<file path="src/rtl/button_debounce_snapshot_if.sv">
// button_debounce_snapshot_if: snapshot handshake between the debouncer and the serializer
interface button_debounce_snapshot_if #(
  parameter int WIDTH = 32
);
  logic [WIDTH-1:0] snapshot_data;
  logic             snapshot_valid;
  logic             snapshot_ready;
  logic [7:0]       snapshot_seq;
  modport master (output snapshot_data, snapshot_valid, snapshot_seq, input snapshot_ready);
  modport slave (input snapshot_data, snapshot_valid, snapshot_seq, output snapshot_ready);
endinterface

</file>
<file path="src/rtl/button_debounce_snapshot.sv">
// button_debounce_snapshot: synchronize and debounce a button word, offer changes (and optional heartbeats) downstream
module button_debounce_snapshot #(
  parameter int WIDTH            = 32,
  parameter int DEBOUNCE_CYCLES  = 50000,
  parameter int HEARTBEAT_CYCLES = 0
) (
  input  logic                       clock,
  input  logic                       reset_n,
  input  logic [WIDTH-1:0]           button_array,
  button_debounce_snapshot_if.master snap
);
  localparam int CW = $clog2(DEBOUNCE_CYCLES);
  localparam int HW = HEARTBEAT_CYCLES > 1 ? $clog2(HEARTBEAT_CYCLES) : 1;
  localparam logic [CW-1:0] DB_LAST = CW'(DEBOUNCE_CYCLES - 1);
  localparam logic [HW-1:0] HB_LAST = HW'(HEARTBEAT_CYCLES > 0 ? HEARTBEAT_CYCLES - 1 : 0);
  typedef enum logic {IDLE, OFFER} state_t;
  state_t           state_q, state_d;
  logic [WIDTH-1:0] sync1_q, sync2_q;
  logic [WIDTH-1:0] stable_q, stable_d;
  logic [WIDTH-1:0] last_q, last_d;
  logic [WIDTH-1:0] data_q, data_d;
  logic [CW-1:0]    cnt_q [WIDTH];
  logic [CW-1:0]    cnt_d [WIDTH];
  logic [HW-1:0]    hb_q, hb_d;
  logic [7:0]       seq_q, seq_d;
  logic             capture;
  // a bit flips only after DEBOUNCE_CYCLES consecutive disagreeing clocks
  always_comb begin
    stable_d = stable_q;
    for (int i = 0; i < WIDTH; i++) begin
      cnt_d[i] = '0;
      if (sync2_q[i] != stable_q[i]) begin
        if (cnt_q[i] == DB_LAST) stable_d[i] = sync2_q[i];
        else cnt_d[i] = cnt_q[i] + 1'b1;
      end
    end
  end
  always_comb begin
    state_d = state_q;
    data_d  = data_q;
    last_d  = last_q;
    seq_d   = seq_q;
    hb_d    = hb_q;
    capture = 1'b0;
    if (state_q == IDLE) begin
      capture = (stable_q != last_q) || (HEARTBEAT_CYCLES != 0 && hb_q == HB_LAST);
      hb_d    = capture ? '0 : hb_q + 1'b1;
      state_d = capture ? OFFER : IDLE;
      data_d  = capture ? stable_q : data_q;
    end else if (snap.snapshot_ready) begin
      state_d = IDLE;
      last_d  = data_q;
      seq_d   = seq_q + 1'b1;
    end
  end
  always_ff @(posedge clock) begin
    if (!reset_n) begin
      sync1_q  <= '0;
      sync2_q  <= '0;
      stable_q <= '0;
      cnt_q    <= '{default: '0};
      last_q   <= '0;
      data_q   <= '0;
      hb_q     <= '0;
      seq_q    <= '0;
      state_q  <= IDLE;
    end else begin
      sync1_q  <= button_array;
      sync2_q  <= sync1_q;
      stable_q <= stable_d;
      cnt_q    <= cnt_d;
      last_q   <= last_d;
      data_q   <= data_d;
      hb_q     <= hb_d;
      seq_q    <= seq_d;
      state_q  <= state_d;
    end
  end
  assign snap.snapshot_data  = data_q;
  assign snap.snapshot_valid = state_q == OFFER;
  assign snap.snapshot_seq   = seq_q;
endmodule

</file>
<file path="src/flat_wrapper.sv">
// flat-port wrapper written by rule: the top's interface ports become plain ports
module button_debounce_snapshot_flat 
#(
  parameter int WIDTH            = 32,
  parameter int DEBOUNCE_CYCLES  = 50000,
  parameter int HEARTBEAT_CYCLES = 0
)
  (clock, reset_n, button_array, snap_snapshot_data, snap_snapshot_valid, snap_snapshot_seq, snap_snapshot_ready);
  button_debounce_snapshot_if #(.WIDTH(WIDTH)) snap_i ();
  input  logic clock;
  input  logic reset_n;
  input  logic [WIDTH-1:0] button_array;
  output wire logic [$bits(snap_i.snapshot_data)-1:0] snap_snapshot_data;
  output wire logic [$bits(snap_i.snapshot_valid)-1:0] snap_snapshot_valid;
  output wire logic [$bits(snap_i.snapshot_seq)-1:0] snap_snapshot_seq;
  input wire logic [$bits(snap_i.snapshot_ready)-1:0] snap_snapshot_ready;
  assign snap_snapshot_data = snap_i.snapshot_data;
  assign snap_snapshot_valid = snap_i.snapshot_valid;
  assign snap_snapshot_seq = snap_i.snapshot_seq;
  assign snap_i.snapshot_ready = snap_snapshot_ready;
  button_debounce_snapshot #(.WIDTH(WIDTH), .DEBOUNCE_CYCLES(DEBOUNCE_CYCLES), .HEARTBEAT_CYCLES(HEARTBEAT_CYCLES)) u_core (.clock(clock), .reset_n(reset_n), .button_array(button_array), .snap(snap_i));
endmodule
</file>
<file path="config.mk">
export PLATFORM = sky130hd
export DESIGN_NAME = button_debounce_snapshot_flat
export DESIGN_NICKNAME = d
export VERILOG_FILES = /design/src/rtl/button_debounce_snapshot_if.sv /design/src/rtl/button_debounce_snapshot.sv /design/src/flat_wrapper.sv
export SDC_FILE = /design/constraint.sdc
export NUM_CORES = 1
export LEC_CHECK = 0
export ABC_AREA = 1
export BUFFER_PORTS_ARGS = -buffer_cell sky130_fd_sc_hd__buf_4
export CORE_MARGIN = 10
export CORE_UTILIZATION = 45
export CTS_BUF_LIST = sky130_fd_sc_hd__clkbuf_8
export DETAILED_ROUTE_END_ITERATION = 12
export SKIP_CTS_REPAIR_TIMING = 1
export SYNTH_ARGS = -nofsm -noshare
export SYNTH_HDL_FRONTEND = slang
export SYNTH_SLANG_ARGS = --single-unit
</file>
<file path="constraint.sdc">
create_clock -name clock -period 3 [get_ports clock]
set_input_delay 0.6 -clock clock [delete_from_list [all_inputs] [get_ports clock]]
set_output_delay 0.6 -clock clock [all_outputs]
set_load 0.05 [all_outputs]
</file>
# [Word level (Yosys, flattened, before mapping)]
# Index checks and enable logic that the tools add are counted.
[classes] add_sub_neg=33 mul=0 n_div=0 n_lt_le_gt_ge=0 eq_ne=65 n_shift=0 n_mux=3 bitwise=34 reduce_logical=66
[ops] operator="$add 16x1->16 const B" n=32
[ops] operator="$eq 16x16->1 const B" n=32
[ops] operator="$reduce_or 3->1" n=32
[ops] operator="$reduce_and 2->1" n=34
[ops] operator="$not 1->1" n=34
[ops] operator="$ne 1x1->1" n=32
[ops] operator="$ne 32x32->1" n=1
[ops] operator="$add 8x1->8 const B" n=1
[ops] operator="$mux 1" n=3
[totals] reg_bits=681 latchBits=0 mem_bits_rw=0 mem_bits_ro=0 in_bits=35 memories=0

# [Longest topological paths before layout]
[depth] depth_word=3 depth_mapped=13 mapped_depth_nobuf=11

# [Least setup slack after synthesis]
# No wires, ideal clock.
[synth_timing] kind="register -> register" start="register u_core.state_q, in the netlist u_core.snap.snapshot_valid" end="register u_core.seq_q[6], in the netlist u_core.snap.snapshot_seq[6]" setup_ns=0.120 t_arrival_ns=1.717 t_required_ns=2.880 slack_ns=1.163 path_stages_with_launch=8 path_buffers=0 period_less_slack_ns=1.837 path_cell_list="dfxtp_1 > nand2_1 > clkinv_1 > nand3_1 > nor3_1 > nand2_1 > o21ai_0 > a21oi_1"
[synth_via] elab_chain_cells=1
[synth_rtl] element="from (decl)" line_no="button_debounce_snapshot.sv:17" rtl="state_t state_q, state_d;"
[synth_rtl] element="from (signal assigned)" line_no="button_debounce_snapshot.sv:76" rtl="state_q <= state_d;"
[synth_rtl] element="$reduce_and 2->1 (no source line)"
[synth_rtl] element="to (signal assigned)" line_no="button_debounce_snapshot.sv:75" rtl="seq_q <= seq_d;"
[synth_rtl] element="to (decl)" line_no="button_debounce_snapshot.sv:25" rtl="logic [7:0] seq_q, seq_d;"
# No other way between the ends.
# A chain may end at the register's enable or synchronous reset.

# [Worst setup path in the final report]
[layout_timing] start="register u_core.stable_q[29]" end="register u_core.data_q[30], in the netlist u_core.snap.snapshot_data[30]"
[layout_via] elab_chain_cells=2
[layout_rtl] element="from (decl)" line_no="button_debounce_snapshot.sv:19" rtl="logic [WIDTH-1:0] stable_q, stable_d;"
[layout_rtl] element="from (signal assigned)" line_no="button_debounce_snapshot.sv:70" rtl="stable_q <= stable_d;"
[layout_rtl] element="$ne 32x32->1" line_no="button_debounce_snapshot.sv:46" rtl="capture = (stable_q != last_q) || (HEARTBEAT_CYCLES != 0 && hb_q == HB_LAST);"
[layout_rtl] element="$reduce_and 2->1 (no source line)"
[layout_rtl] element="to (signal assigned)" line_no="button_debounce_snapshot.sv:73" rtl="data_q <= data_d;"
[layout_rtl] element="to (decl)" line_no="button_debounce_snapshot.sv:21" rtl="logic [WIDTH-1:0] data_q, data_d;"
# No other way between the ends.

==> impl_metrics.toml <==
[logic_synthesis]
ys_seq_area_frac = 0.460
synth_nets = 4063
synth_edf_count = 0
yosys_warnings = 0
ys_dominant_reg_cell = "dfxtp_1"
ys_seq_elements = 681
synthDistinctLibCells = 52
syn_inst = 3995
async_flop_share = 0
avgSynthCellArea_um2 = 7.41
synth.cell_area_mm2 = 0.0296

[cells_and_area]
drive_gt1_frac = 0.0852
design_area_mm2 = 0.0333
finalNonFillerCells = 5060
final_nets = 4188
fillers = 6308
syn2layout_area_growth_pct = 12.5
final_cell_mix = "681 x dfxtp_1, 665 x nand2_1, 627 x nor2_1"
layout_commonest_cell = "dfxtp_1"

[grt]
antenna_found_initial = 1
grt_pass1_wl_um = 105000
grt_pass1_vias = 22800
grt_max_degree = 74
grt_usage = 0.156
grt-ovfl-total = 0

[worst_setup_path]
reg2regPathDepth = 8
arrival_ps = 2660
startpoint_type = "register"
cp_slowest_cell = "nand2_4"
cp_cell_sequence = "xnor2_1, nand2_1, nor2_1, nand2_1, nor2_1, nand2_4, a21oi_1, nor2_1"
crit_buf_inv = 0
path_max_fanout = 65
path_class = "register to register"
crit_top_cell = "nor2_1"
r2r_end = "u_core.snap.snapshot_data[30]"
crit-reg2reg-launch = "u_core.stable_q[29]"
required_ps = 3580
cp-end-kind = "register"
critPathMaxStageDelay_ps = 480
critical-path-top-delay-family = "simple AND/OR/NAND/NOR gates"
rrSetupSlack_ps = 920

[job]
maxCapViolations = 0

[pwr]
power.density_mw_per_mm2 = 549
p_leak_nw = 12.3
ir_worst_vdd_v = 0.000316

[timing]
fin_crit_ps = 2080
setup_viol = 0
drv_slew = 0
tns_ps = 0
holdWs_ps = 68.8
fin_skew_ps = 32.0
relSlewSlack = 0.163
rsz0062_at_grt = "false"
hold_viol_final = 0
max_slew.worst_pin.slew_ps = 1260
min_period_over_period = 0.693
fmax_mhz = 481

[floorplan]
die_area_mm2 = 0.0765
pin_count = 76
fp.dieH_um = 277
fp.dieW_um = 277
num_rows = 93
start_util = 0.457
core_mm2 = 0.0648

[cts]
clock_path_buffers = 3
cts_root_buf = "clkbuf_8"
clk_pin_slew_worst_paths_ps = 60
clock_latency_ps = 710
cts_sinks = 681
cts_tree = "done"
cts_max_level = 3
cts_made_buffers = 114

[detailed_routing]
first_pass_iters = 5
ant_nets = 0
avgRoutedWirePerCell_um = 12.1
via_per_inst = 4.84
via_count = 24500
drt-initial-drc-count = 1257
finalWirelength_um = 61100
drc = 0

[outcome]
status = "finished, final reports clean"

[place]
dp_hpwl_um = 42200
portBuffers = 75
placedInstanceArea_mm2 = 0.0309
place_inst = 4859
routabilityCongestion = 0.814

[min_path]
hold_start = "button_array[7]"
min_path_cells = 3
holdPathEnd = "u_core.sync1_q[7]"
hold_path_class = "input pin to register"
## power breakdown
part	internal, W	switching [W]	total [W]
combinational	0.000212	0.000453	0.000665
clock	0.00469	0.00369	0.00838
sequential	0.00917	0.0000927	0.00926
total	0.0141	0.00424	0.0183
## worst max path at each step
stage	start	to	slack, ps	cells past startpoint
3_3_place_gp	reset_n	u_core.cnt_q[157]	710	6
2_1_floorplan	u_core.snap.snapshot_valid	u_core.snap.snapshot_seq[6]	1160	7
4_1_cts	u_core.snap.snapshot_data[20]	snap_snapshot_data[20]	870	1
3_5_place_dp	reset_n	u_core.cnt_q[157]	650	6
5_1_grt	u_core.stable_q[30]	u_core.snap.snapshot_data[28]	730	10
6_report	u_core.stable_q[29]	u_core.snap.snapshot_data[30]	920	8
## final cells by class
class,instances,area (um2),share of cell area
multi-input combinational,2683,13500,0.405
sequential,681,13600,0.409
tap,855,1070,0.0321
clock buffer,153,2110,0.0632
antenna,2,5.00,0.000150
timing repair buffer,82,644,0.0193
clock inverter,46,267,0.00800
inverter,558,2090,0.0629
## Yosys cell counts (3+ instances only)
| cell | number | share of area |
|---|---|---|
| nor2_1 | 627 | 0.079 |
| nand4_1 | 81 | 0.017 |
| nor4_2 | 3 | 0.0013 |
| xnor2_1 | 52 | 0.015 |
| o21bai_1 | 6 | 0.0015 |
| buf_2 | 35 | 0.0059 |
| nor3_1 | 229 | 0.039 |
| xor2_1 | 111 | 0.033 |
| o21ai_0 | 118 | 0.020 |
| nor3_4 | 6 | 0.0033 |
| ha_1 | 33 | 0.014 |
| or2_2 | 47 | 0.0099 |
| nor4_1 | 45 | 0.0095 |
| buf_6 | 4 | 0.0015 |
| inv_1 | 551 | 0.070 |
| a211oi_1 | 6 | 0.0015 |
| nor2_2 | 9 | 0.0019 |
| nand2_1 | 667 | 0.085 |
| nor3b_1 | 70 | 0.018 |
| nand3_1 | 231 | 0.039 |
| and3_1 | 11 | 0.0023 |
| buf_1 | 6 | 0.00076 |
| dfxtp_1 | 681 | 0.46 |
| buf_4 | 14 | 0.0035 |
| o21a_1 | 5 | 0.0013 |
| a21oi_1 | 255 | 0.043 |
| o21ai_2 | 5 | 0.0015 |
| clkbuf_1 | 13 | 0.0016 |
| a21oi_2 | 3 | 0.00089 |
| or3_1 | 3 | 0.00063 |
| nor3_2 | 9 | 0.0030 |
| a31oi_1 | 18 | 0.0038 |
| inv_2 | 6 | 0.00076 |
| nand3_2 | 3 | 0.0010 |
| nand3b_1 | 9 | 0.0023 |
## worst reg2reg max path: cells and delay by family, from the launching register on
family,cells,cell delay [ps]
AO/OA/AOI/OAI,1,300
flip-flops,1,420
XOR/XNOR,1,140
AND/OR/NAND/NOR,6,1120
## registers in the layout, indices dropped and copies added, names as in the netlist
register / count
u_core.last_q: 32
u_core.snap.snapshot_seq: 8
u_core.cnt_q: 512
u_core.snap.snapshot_valid: 1
u_core.snap.snapshot_data: 32
u_core.sync1_q: 32
u_core.stable_q: 32
u_core.sync2_q: 32
## through the flow
stage                     total power (W)  setup WS (ps)   util
final                              0.0183            921  0.514
after CTS                          0.0186            866  0.514
after detailed placement           0.0101            651  0.477
after floorplan                   0.00988           1160      -
after global routing               0.0191            726  0.514
after global placement             0.0101            714  0.477
## layer usage
layer	GRT usage	routed length, um	part of all wire	vias up
met5	0	0	0	-
met4	0.0457	1300	0.021	0
met3	0.0365	2750	0.045	107
met2	0.247	26000	0.43	308
met1	0.208	31000	0.51	10900
li1	-	-	-	13100
## cell families (layout without fill, tap and decap cells)
logic type | count (synthesis) | count (layout) | synth area share
AND/OR/NAND/NOR | 2057 | 2057 | 0.314
flip-flops | 681 | 681 | 0.460
buffers and inverters | 631 | 839 | 0.0843
AO/OA/AOI/OAI | 430 | 430 | 0.0794
XOR/XNOR | 163 | 163 | 0.0482
adder cells (fa/ha/maj) | 33 | 33 | 0.0139
other | 0 | 2 | 0
No activity file was read; power rests on OpenSTA's default activity.
